[config.mk]
export PLATFORM = sky130hd
export DESIGN_NAME = mul_div_scheduler
export DESIGN_NICKNAME = d
export VERILOG_FILES = /design/src/rtl/mul_div_scheduler.sv
export SDC_FILE = /design/constraint.sdc
export NUM_CORES = 1
export LEC_CHECK = 0
export CORE_MARGIN = 1
export CORE_UTILIZATION = 45
export DETAILED_ROUTE_END_ITERATION = 7
export PLACE_DENSITY_LB_ADDON = 0.25
export SLEW_MARGIN = 20
export SYNTH_ARGS = -nofsm -noshare
export SYNTH_HDL_FRONTEND = slang
export SYNTH_SLANG_ARGS = --single-unit
[constraint.sdc]
create_clock -name clk -period 2.3 [get_ports clk]
set_input_delay 0.46 -clock clk [delete_from_list [all_inputs] [get_ports clk]]
set_output_delay 0.46 -clock clk [all_outputs]
set_load 0.05 [all_outputs]
[src/rtl/mul_div_scheduler.sv]
// Multiply/divide issue scheduler: stalls the front end while a
// multi-cycle mul/div runs and handles load-use hazard bubbles.
// Ports: clk, Rst (sync, active-high); ID_EX_* / IF_ID_* hazard inputs,
// divisor_zero, flush; mul/div start and ready pulses, md_rd, div_by_zero,
// abort, stall, bubble.
// Optional feature macro: DIV_ZERO_FAST_EN (divide by zero completes
// in one cycle without starting the divider).
module mul_div_scheduler #(
   parameter int MUL_LAT = 4,
   parameter int DIV_LAT = 33
) (
   input  logic       clk,
   input  logic       Rst,
   input  logic       ID_EX_mul,
   input  logic       ID_EX_div,
   input  logic [4:0] ID_EX_rd,
   input  logic       ID_EX_memread,
   input  logic [4:0] IF_ID_rs1,
   input  logic [4:0] IF_ID_rs2,
   input  logic       divisor_zero,
   input  logic       flush,
   output logic       mul_start,
   output logic       div_start,
   output logic       mul_ready,
   output logic       div_ready,
   output logic [4:0] md_rd,
   output logic       div_by_zero,
   output logic       abort,
   output logic       stall,
   output logic       bubble
);

   typedef enum logic [1:0] {
      IDLE,
      MUL_RUN,
      DIV_RUN,
      DONE
   } state_t;

   state_t     state_q, state_d;
   logic [5:0] cnt_q, cnt_d;
   logic [4:0] md_rd_q, md_rd_d;
   logic       op_div_q, op_div_d;
   logic       dz_q, dz_d;
   logic       busy;
   logic       load_use;

   always_ff @(posedge clk) begin
      if (Rst) begin
         state_q  <= IDLE;
         cnt_q    <= '0;
         md_rd_q  <= '0;
         op_div_q <= 1'b0;
         dz_q     <= 1'b0;
      end else begin
         state_q  <= state_d;
         cnt_q    <= cnt_d;
         md_rd_q  <= md_rd_d;
         op_div_q <= op_div_d;
         dz_q     <= dz_d;
      end
   end

   always_comb begin
      state_d   = state_q;
      cnt_d     = cnt_q;
      md_rd_d   = md_rd_q;
      op_div_d  = op_div_q;
      dz_d      = dz_q;
      mul_start = 1'b0;
      div_start = 1'b0;
      mul_ready = 1'b0;
      div_ready = 1'b0;
      abort     = 1'b0;
      busy      = 1'b0;
      unique case (state_q)
         IDLE: begin
            // flush kills the request before it is accepted
            if (!flush) begin
               if (ID_EX_mul) begin
                  busy      = 1'b1;
                  mul_start = 1'b1;
                  cnt_d     = 6'(MUL_LAT - 1);
                  md_rd_d   = ID_EX_rd;
                  op_div_d  = 1'b0;
                  dz_d      = 1'b0;
                  state_d   = MUL_RUN;
               end else if (ID_EX_div) begin
                  busy     = 1'b1;
                  md_rd_d  = ID_EX_rd;
                  op_div_d = 1'b1;
`ifdef DIV_ZERO_FAST_EN
                  if (divisor_zero) begin
                     dz_d    = 1'b1;
                     cnt_d   = '0;
                     state_d = DONE;
                  end else
`endif
                  begin
                     dz_d      = 1'b0;
                     div_start = 1'b1;
                     cnt_d     = 6'(DIV_LAT - 1);
                     state_d   = DIV_RUN;
                  end
               end
            end
         end
         MUL_RUN, DIV_RUN: begin
            busy = 1'b1;
            if (flush) begin
               abort   = 1'b1;
               cnt_d   = '0;
               state_d = IDLE;
            end else if (cnt_q == 6'd0) begin
               state_d = DONE;
            end else begin
               cnt_d = cnt_q - 6'd1;
            end
         end
         DONE: begin
            state_d = IDLE;
            if (flush) begin
               abort = 1'b1;
               cnt_d = '0;
            end else begin
               mul_ready = !op_div_q;
               div_ready = op_div_q;
            end
         end
         default: state_d = IDLE;
      endcase
      // the reset cycle drops the in-flight op without any pulse
      if (Rst) begin
         mul_start = 1'b0;
         div_start = 1'b0;
         mul_ready = 1'b0;
         div_ready = 1'b0;
         abort     = 1'b0;
         busy      = 1'b0;
      end
   end

   assign load_use = ID_EX_memread && (ID_EX_rd != 5'd0) &&
                     ((ID_EX_rd == IF_ID_rs1) ||
                      (ID_EX_rd == IF_ID_rs2));
   assign stall  = busy || load_use;
   assign bubble = load_use && !busy;
   assign md_rd  = Rst ? 5'd0 : md_rd_q;

`ifdef DIV_ZERO_FAST_EN
   assign div_by_zero = div_ready && dz_q;
`else
   logic unused_dz;
   assign unused_dz   = divisor_zero ^ dz_q;
   assign div_by_zero = 1'b0;
`endif

endmodule
Yosys cells after proc, flatten, opt, wreduce, memory -nomap -nowiden
Cells that the tools add are included.
- add/subtract/negate cells: 1
- equality and inequality tests: 10
- multiplexer cells: 40
- bitwise logic cells: 1
- reduce and logical (&&, ||, !) cells: 16
- operators with widths (kind ; number):
    6-bit two-way mux ; 6
    1-bit two-way mux ; 23
    6-bit case mux with 3 select lines ; 1
    5-bit two-way mux ; 3
    5-bit equality test ; 2
    2-bit two-way mux ; 5
    3-bit != test, second input constant ; 3
    6-bit logical NOT ; 1
    2-bit case mux with 3 select lines ; 1
    3-bit AND reduction ; 2
    6-bit by 1-bit subtractor with 6-bit output, second input constant ; 1
    5-bit nonzero test ; 1
    2-bit equality test, second input constant ; 2
    2-bit != test, second input constant ; 2
    4-bit AND reduction ; 1
    1-bit logical AND ; 3
    3-bit OR reduction ; 1
    2-bit by 1-bit equality test with 1-bit output, second input constant ; 1
    1-bit logical NOT ; 2
    2-bit logical NOT ; 1
    1-bit logical OR ; 2
    1-bit case mux with 2 select lines ; 1
    2-bit nonzero test ; 1
    2-bit OR reduction ; 1
    1-bit inverter ; 1
- flip-flop bits (word level): 14
- bits of input ports: 22
- word-level logic and storage cells: 72

Logic depth before layout (Yosys ltp)
- word-level depth: 7
- depth in mapped cells: 7
- mapped depth without buffers: 6

Least setup slack after synthesis
No wires, ideal clock.
- path kind: flip-flop to output port
- from: register state_q[0]
- to: output div_start
- arrival: 2.354 ns
- data required time: 1.840 ns
- slack: -0.514 ns
- stages on the path, launching flop included: 5
- path buffers: 0
- path through: dfxtp_1 inv_1 ha_1 nand2b_1 nor4b_1
- longest elaborated chain between the ends: 3
- RTL lines (element ; line ; text):
    start: declaration ; 40 ; state_t state_q, state_d;
    start signal: assignment ; 56 ; state_q <= state_d;
    2-bit logical NOT ; 76 ; unique case (state_q)
    1-bit two-way mux ; 76 ;
    1-bit two-way mux ; 133 ; if (Rst) begin
    end: declaration ; 23 ; output logic div_start,
No other way between the ends.

Worst setup path after layout
- from: input IF_ID_rs2[2]
- to: output bubble
- longest elaborated chain between the ends: 4
- RTL lines (element ; line ; text):
    start: declaration ; 19 ; input logic [4:0] IF_ID_rs2,
    5-bit equality test ; 145 ; (ID_EX_rd == IF_ID_rs2));
    1-bit logical OR ; 144 ; ((ID_EX_rd == IF_ID_rs1) ||
    1-bit logical AND ; 143 ; assign load_use = ID_EX_memread && (ID_EX_rd != 5'd0) &&
    1-bit logical AND ; 147 ; assign bubble = load_use && !busy;
    end: declaration ; 30 ; output logic bubble
No other way between the ends.

==> summary.txt <==
Outcome
  – Outcome: finished, violations left
  – Violations in the final reports: negative setup slack

Setup path
  – Count of buffer and inverter cells on the critical path: 2
  – Kind of end point of the critical path: output port
  – Critical Path Most Common Cell: sky130_fd_sc_hd__nor3_2
  – List of cells traversed by the critical path: clkdlybuf4s50_1, xor2_1, nor3_2, a22oi_2, nor3_2, buf_6
  – Worst path top cell family by delay: buffers and inverters
  – Slowest cell on the critical path: sky130_fd_sc_hd__clkdlybuf4s50_1
  – Crit start category: primary input
  – Largest stage delay on the critical path: roughly 0.43 ns
  – Reg2Reg Launch Point: state_q[1]
  – Signal arrival time at the worst endpoint: ~1.8 ns
  – Largest driver fanout on the critical path: 2
  – Required time at the endpoint of the critical path: between 1.5 and 2 ns
  – Setup CP Type: in -> out
  – Crit. Startpoint: IF_ID_rs2[2]

Cells and area
  – Most frequent cells in the layout: sky130_fd_sc_hd__clkdlybuf4s50_1, sky130_fd_sc_hd__nor2_1, sky130_fd_sc_hd__dfxtp_1
  – Net total in the final layout: roughly 200
  – Leading cell type in the layout, fill and taps excluded: sky130_fd_sc_hd__clkdlybuf4s50_1
  – Post-layout utilization of the core: between 70% and 80%
  – Diode insertion count for antenna repair: 0
  – Area of the multi-input gates: ~730 um2
  – Final std cell area, no fill: between 1500 and 2000 um2
  – Fraction of layout cells with a size suffix above 1: a little under a quarter
  – # fillers: between 100 and 150
  – Signed area change from the synthesized netlist to the final layout: 57.3%
  – Storage element area: 280 um2

Power
  – Switching power: about 0.00069 W
  – Internal Pwr Total: 0.000777 W
  – Gate power share: roughly two thirds
  – Clk network pwr share: 10.5%
  – Worst vdd rail ir drop: approximately 0.00065 V
  – Share of total power in sequential cells: 24.3%
  – Switching part of the total: between 40% and 50%
  – Leakage component of the power: between 0.6 and 0.7 nW
  – Power per cell area: approximately 910 nW/um2

Clock network
  – Total CTS buffers: 3
  – Buffer levels on the longest clock path: 2
  – Deepest level of the CTS H-tree: 1
  – Hold-fix buffers, CTS: 0
  – TritonCTS clock tree: done
  – Clock root buffer master: sky130_fd_sc_hd__clkbuf_4
  – Clock-pin slew of the registers on the worst-case setup and hold paths: approximately 0.1 ns
  – Clock sink total: 14
  – Post-CTS Repair Setup Buffers: 0
  – Latest clock arrival within the worst-skew pair: roughly 0.30 ns

Routing
  – M1 wire length: between 1000 and 1500 um
  – Wirelength, routed: about 3300 um
  – First-iteration detailed-routing DRC count: 52
  – Total DRC errors in the routed layout: 0
  – Met3 WL post-DR: 161 um
  – Met2 Wirelength: approximately 1700 um
  – Highest signal layer in the routed design: met4
  – Ratio of routed vias to standard cells: approximately 5.8
  – Total via count after detailed routing: ~1100
  – Routed wire length per instance: between 15 and 20 um
  – DR pass1 iterations: 4
  – Antenna violation net count after detailed routing: 0

Global route
  – Number of antenna violations at the first check in global routing: 0
  – Largest net degree at the start of global routing: 14
  – Global-route total usage across every layer: a little over a quarter
  – Global-route wire length before repair: just under 5000 um
  – Via count of the first global-routing pass: 1058
  – Sum of overflow across all layers after global routing: 0

Timing
  – Final setup fails: 1
  – Worst Clk Skew: ~0.006 ns
  – Time the worst path needs with I/O delays and setup: approximately 2.3 ns
  – Post-route worst hold slack: between 0.5 and 0.6 ns
  – Worst Max-Slew Pin Slew: 0.537 ns
  – Fmax: roughly 430 MHz
  – Worst max-slew margin expressed relative to the limit: 64.1%
  – Slew Viols, Final: 0
  – Final critical-path setup slack: -0.000936 ns
  – Crit share post-route: 100%
  – Final hold viol count: 0

Logic synthesis
  – Leading cell types by total area after synthesis: sky130_fd_sc_hd__dfxtp_1, sky130_fd_sc_hd__xor2_1, sky130_fd_sc_hd__ha_1
  – Share of the synthesized netlist area taken by xor and xnor gates: 8.56%
  – Share of the synthesized area in the top cell type: 27.4%
  – Post-synthesis net count: about 150
  – Cells after Synth: about 130
  – Number of synthesized register bits: 14
  – Mapped cell area: 1020 um2
  – Share of the synthesized area in compound gates (AO/OA/AOI/OAI): 19.6%
  – Largest family of logic cells by synthesized area: simple AND/OR/NAND/NOR gates
  – Post-synthesis average cell area: approximately 8.2 um2
  – Number of unique standard cell types used by synthesis: 40
  – Simple-gate portion of the synthesized area: between 20 and 30%
  – Multiplexer fraction of the synthesized cell area: under 10%
  – Yosys warns: 0
  – Cell type with the largest total area after synthesis: sky130_fd_sc_hd__dfxtp_1
  – Fraction of the yosys area taken by sequential cells: 27.4%
  – Synth Area in Adders: around 7.3%

Flow run
  – Number of violations of the max-capacitance limit: 0

Place
  – HPWL reported at the end of detailed placement: approximately 2400 um
  – Count of input and output buffers: 32
  – Instance area at placement: 1560 um2
  – Placer's final routability congestion estimate: ~0.92

Floorplanning
  – Die extent in y: between 40 and 50 um
  – Number of ports placed on the die boundary: 35
  – Initial standard-cell utilization of the core: about half
  – Rows: 16
  – Die ar.: 2470 um2
  – Die X: just under 50 um
  – Core Area: between 2000 and 2500 um2

Worst hold path
  – Kind of path behind the tightest hold check: reg -> reg
  – Hold Crit Start: md_rd_q[0]
## cells by family after synthesis
| group | Yosys count |
|---|---|
| flops | 14 |
| other cells | 1 |
| fa+ha+maj | 6 |
| compound gates | 28 |
| simple gates | 51 |
| xor+xnor | 10 |
| buf+inv | 10 |
| mux | 5 |
## area by class of cell
class / count / share of cell area [%]
clock buffer: 3 / 1.40
inverter: 6 / 1.40
multi-input combinational: 101 / 45.5
sequential: 14 / 17.4
tap: 27 / 2.10
timing repair buffer: 45 / 32.2
## cells in the mapped netlist
| master | instances |
|---|---|
| sky130_fd_sc_hd__nor4b_1 | 1 |
| sky130_fd_sc_hd__a22oi_1 | 1 |
| sky130_fd_sc_hd__dfxtp_1 | 14 |
| sky130_fd_sc_hd__nand3b_1 | 1 |
| sky130_fd_sc_hd__or4_1 | 2 |
| sky130_fd_sc_hd__o31ai_1 | 2 |
| sky130_fd_sc_hd__inv_1 | 6 |
| sky130_fd_sc_hd__nand3_1 | 2 |
| sky130_fd_sc_hd__ha_1 | 6 |
| sky130_fd_sc_hd__a211oi_1 | 2 |
| sky130_fd_sc_hd__o21bai_2 | 1 |
| sky130_fd_sc_hd__or3_1 | 1 |
| sky130_fd_sc_hd__buf_4 | 1 |
| sky130_fd_sc_hd__mux2i_1 | 5 |
| sky130_fd_sc_hd__nor3b_1 | 3 |
| sky130_fd_sc_hd__nand2_1 | 3 |
| sky130_fd_sc_hd__nor4_1 | 1 |
| sky130_fd_sc_hd__nand2b_2 | 1 |
| sky130_fd_sc_hd__xor2_1 | 10 |
| sky130_fd_sc_hd__nand2b_1 | 3 |
| sky130_fd_sc_hd__a21oi_1 | 7 |
| sky130_fd_sc_hd__o21a_1 | 2 |
| sky130_fd_sc_hd__a31o_2 | 1 |
| sky130_fd_sc_hd__conb_1 | 1 |
| sky130_fd_sc_hd__a21bo_1 | 1 |
| sky130_fd_sc_hd__and2b_2 | 1 |
| sky130_fd_sc_hd__buf_2 | 1 |
| sky130_fd_sc_hd__and3_1 | 2 |
| sky130_fd_sc_hd__nor2b_1 | 7 |
| sky130_fd_sc_hd__clkbuf_1 | 2 |
| sky130_fd_sc_hd__a221oi_1 | 2 |
| sky130_fd_sc_hd__nor2_1 | 14 |
| sky130_fd_sc_hd__a21boi_0 | 1 |
| sky130_fd_sc_hd__o21ai_0 | 3 |
| sky130_fd_sc_hd__a22o_1 | 1 |
| sky130_fd_sc_hd__nor3_1 | 8 |
| sky130_fd_sc_hd__or3b_4 | 1 |
| sky130_fd_sc_hd__o21bai_1 | 1 |
| sky130_fd_sc_hd__o31a_1 | 1 |
| sky130_fd_sc_hd__a311oi_1 | 2 |
## sequential cells by signal (all words and copies together) (netlist names)
signal / flops
cnt_q: 6
state_q: 2
md_rd_q: 5
op_div_q: 1
## worst paths after layout
kind | end | slack, ns | cells after the start
worst min register to register | md_rd_q[0] | 0.50 | 2
worst max register to register | cnt_q[0] | 0.30 | 6
worst min-delay path | md_rd_q[0] | 0.50 | 2
worst max-delay path | bubble | -0.0009 | 6
## worst register-to-register path, cell delays in order, from the launching register on
cell and delay (ns):
sky130_fd_sc_hd__dfxtp_1 0.41, sky130_fd_sc_hd__inv_1 0.11, sky130_fd_sc_hd__ha_2 0.36, sky130_fd_sc_hd__nor2b_1 0.26, sky130_fd_sc_hd__and3_1 0.37, sky130_fd_sc_hd__nor2_1 0.13
sky130_fd_sc_hd__a311oi_1 0.28
## power by group through the flow
stage | Combinational [W] | Sequential [W] | Clock, W
after floorplan | 0.000602 | 0.000342 | 0
after detailed placement | 0.000904 | 0.000356 | 0
after CTS | 0.000908 | 0.000349 | 0.000152
after global routing | 0.00103 | 0.000360 | 0.000163
final | 0.000953 | 0.000356 | 0.000154
after global placement | 0.000864 | 0.000349 | 0
## per-layer routing
metal / GRT usage [%] / vias up
met2: 47.1 / 47
met4: 8.57 / 0
met3: 4.32 / 9
li1: - / 534
met5: 0 / -
met1: 30.8 / 539
## metrics by stage
stage	total power (W)	TNS (ns)	setup slack [ns]	instances
after floorplan	0.000944	0	0.000424	125
after global placement	0.00121	-0.224	-0.128	193
after detailed placement	0.00126	-0.296	-0.172	193
after CTS	0.00141	0	0.0284	196
after global routing	0.00155	-0.0498	-0.0431	196
final	0.00146	-0.000936	-0.000936	196
## repair_timing
| action | 4_1_cts | 5_1_grt |
|---|---|---|
| gates resized for setup | 6 | 7 |
| endpoints found under the setup margin | 2 | 2 |
| pin swaps | 4 | 1 |
No activity file was read; power rests on OpenSTA's default activity.
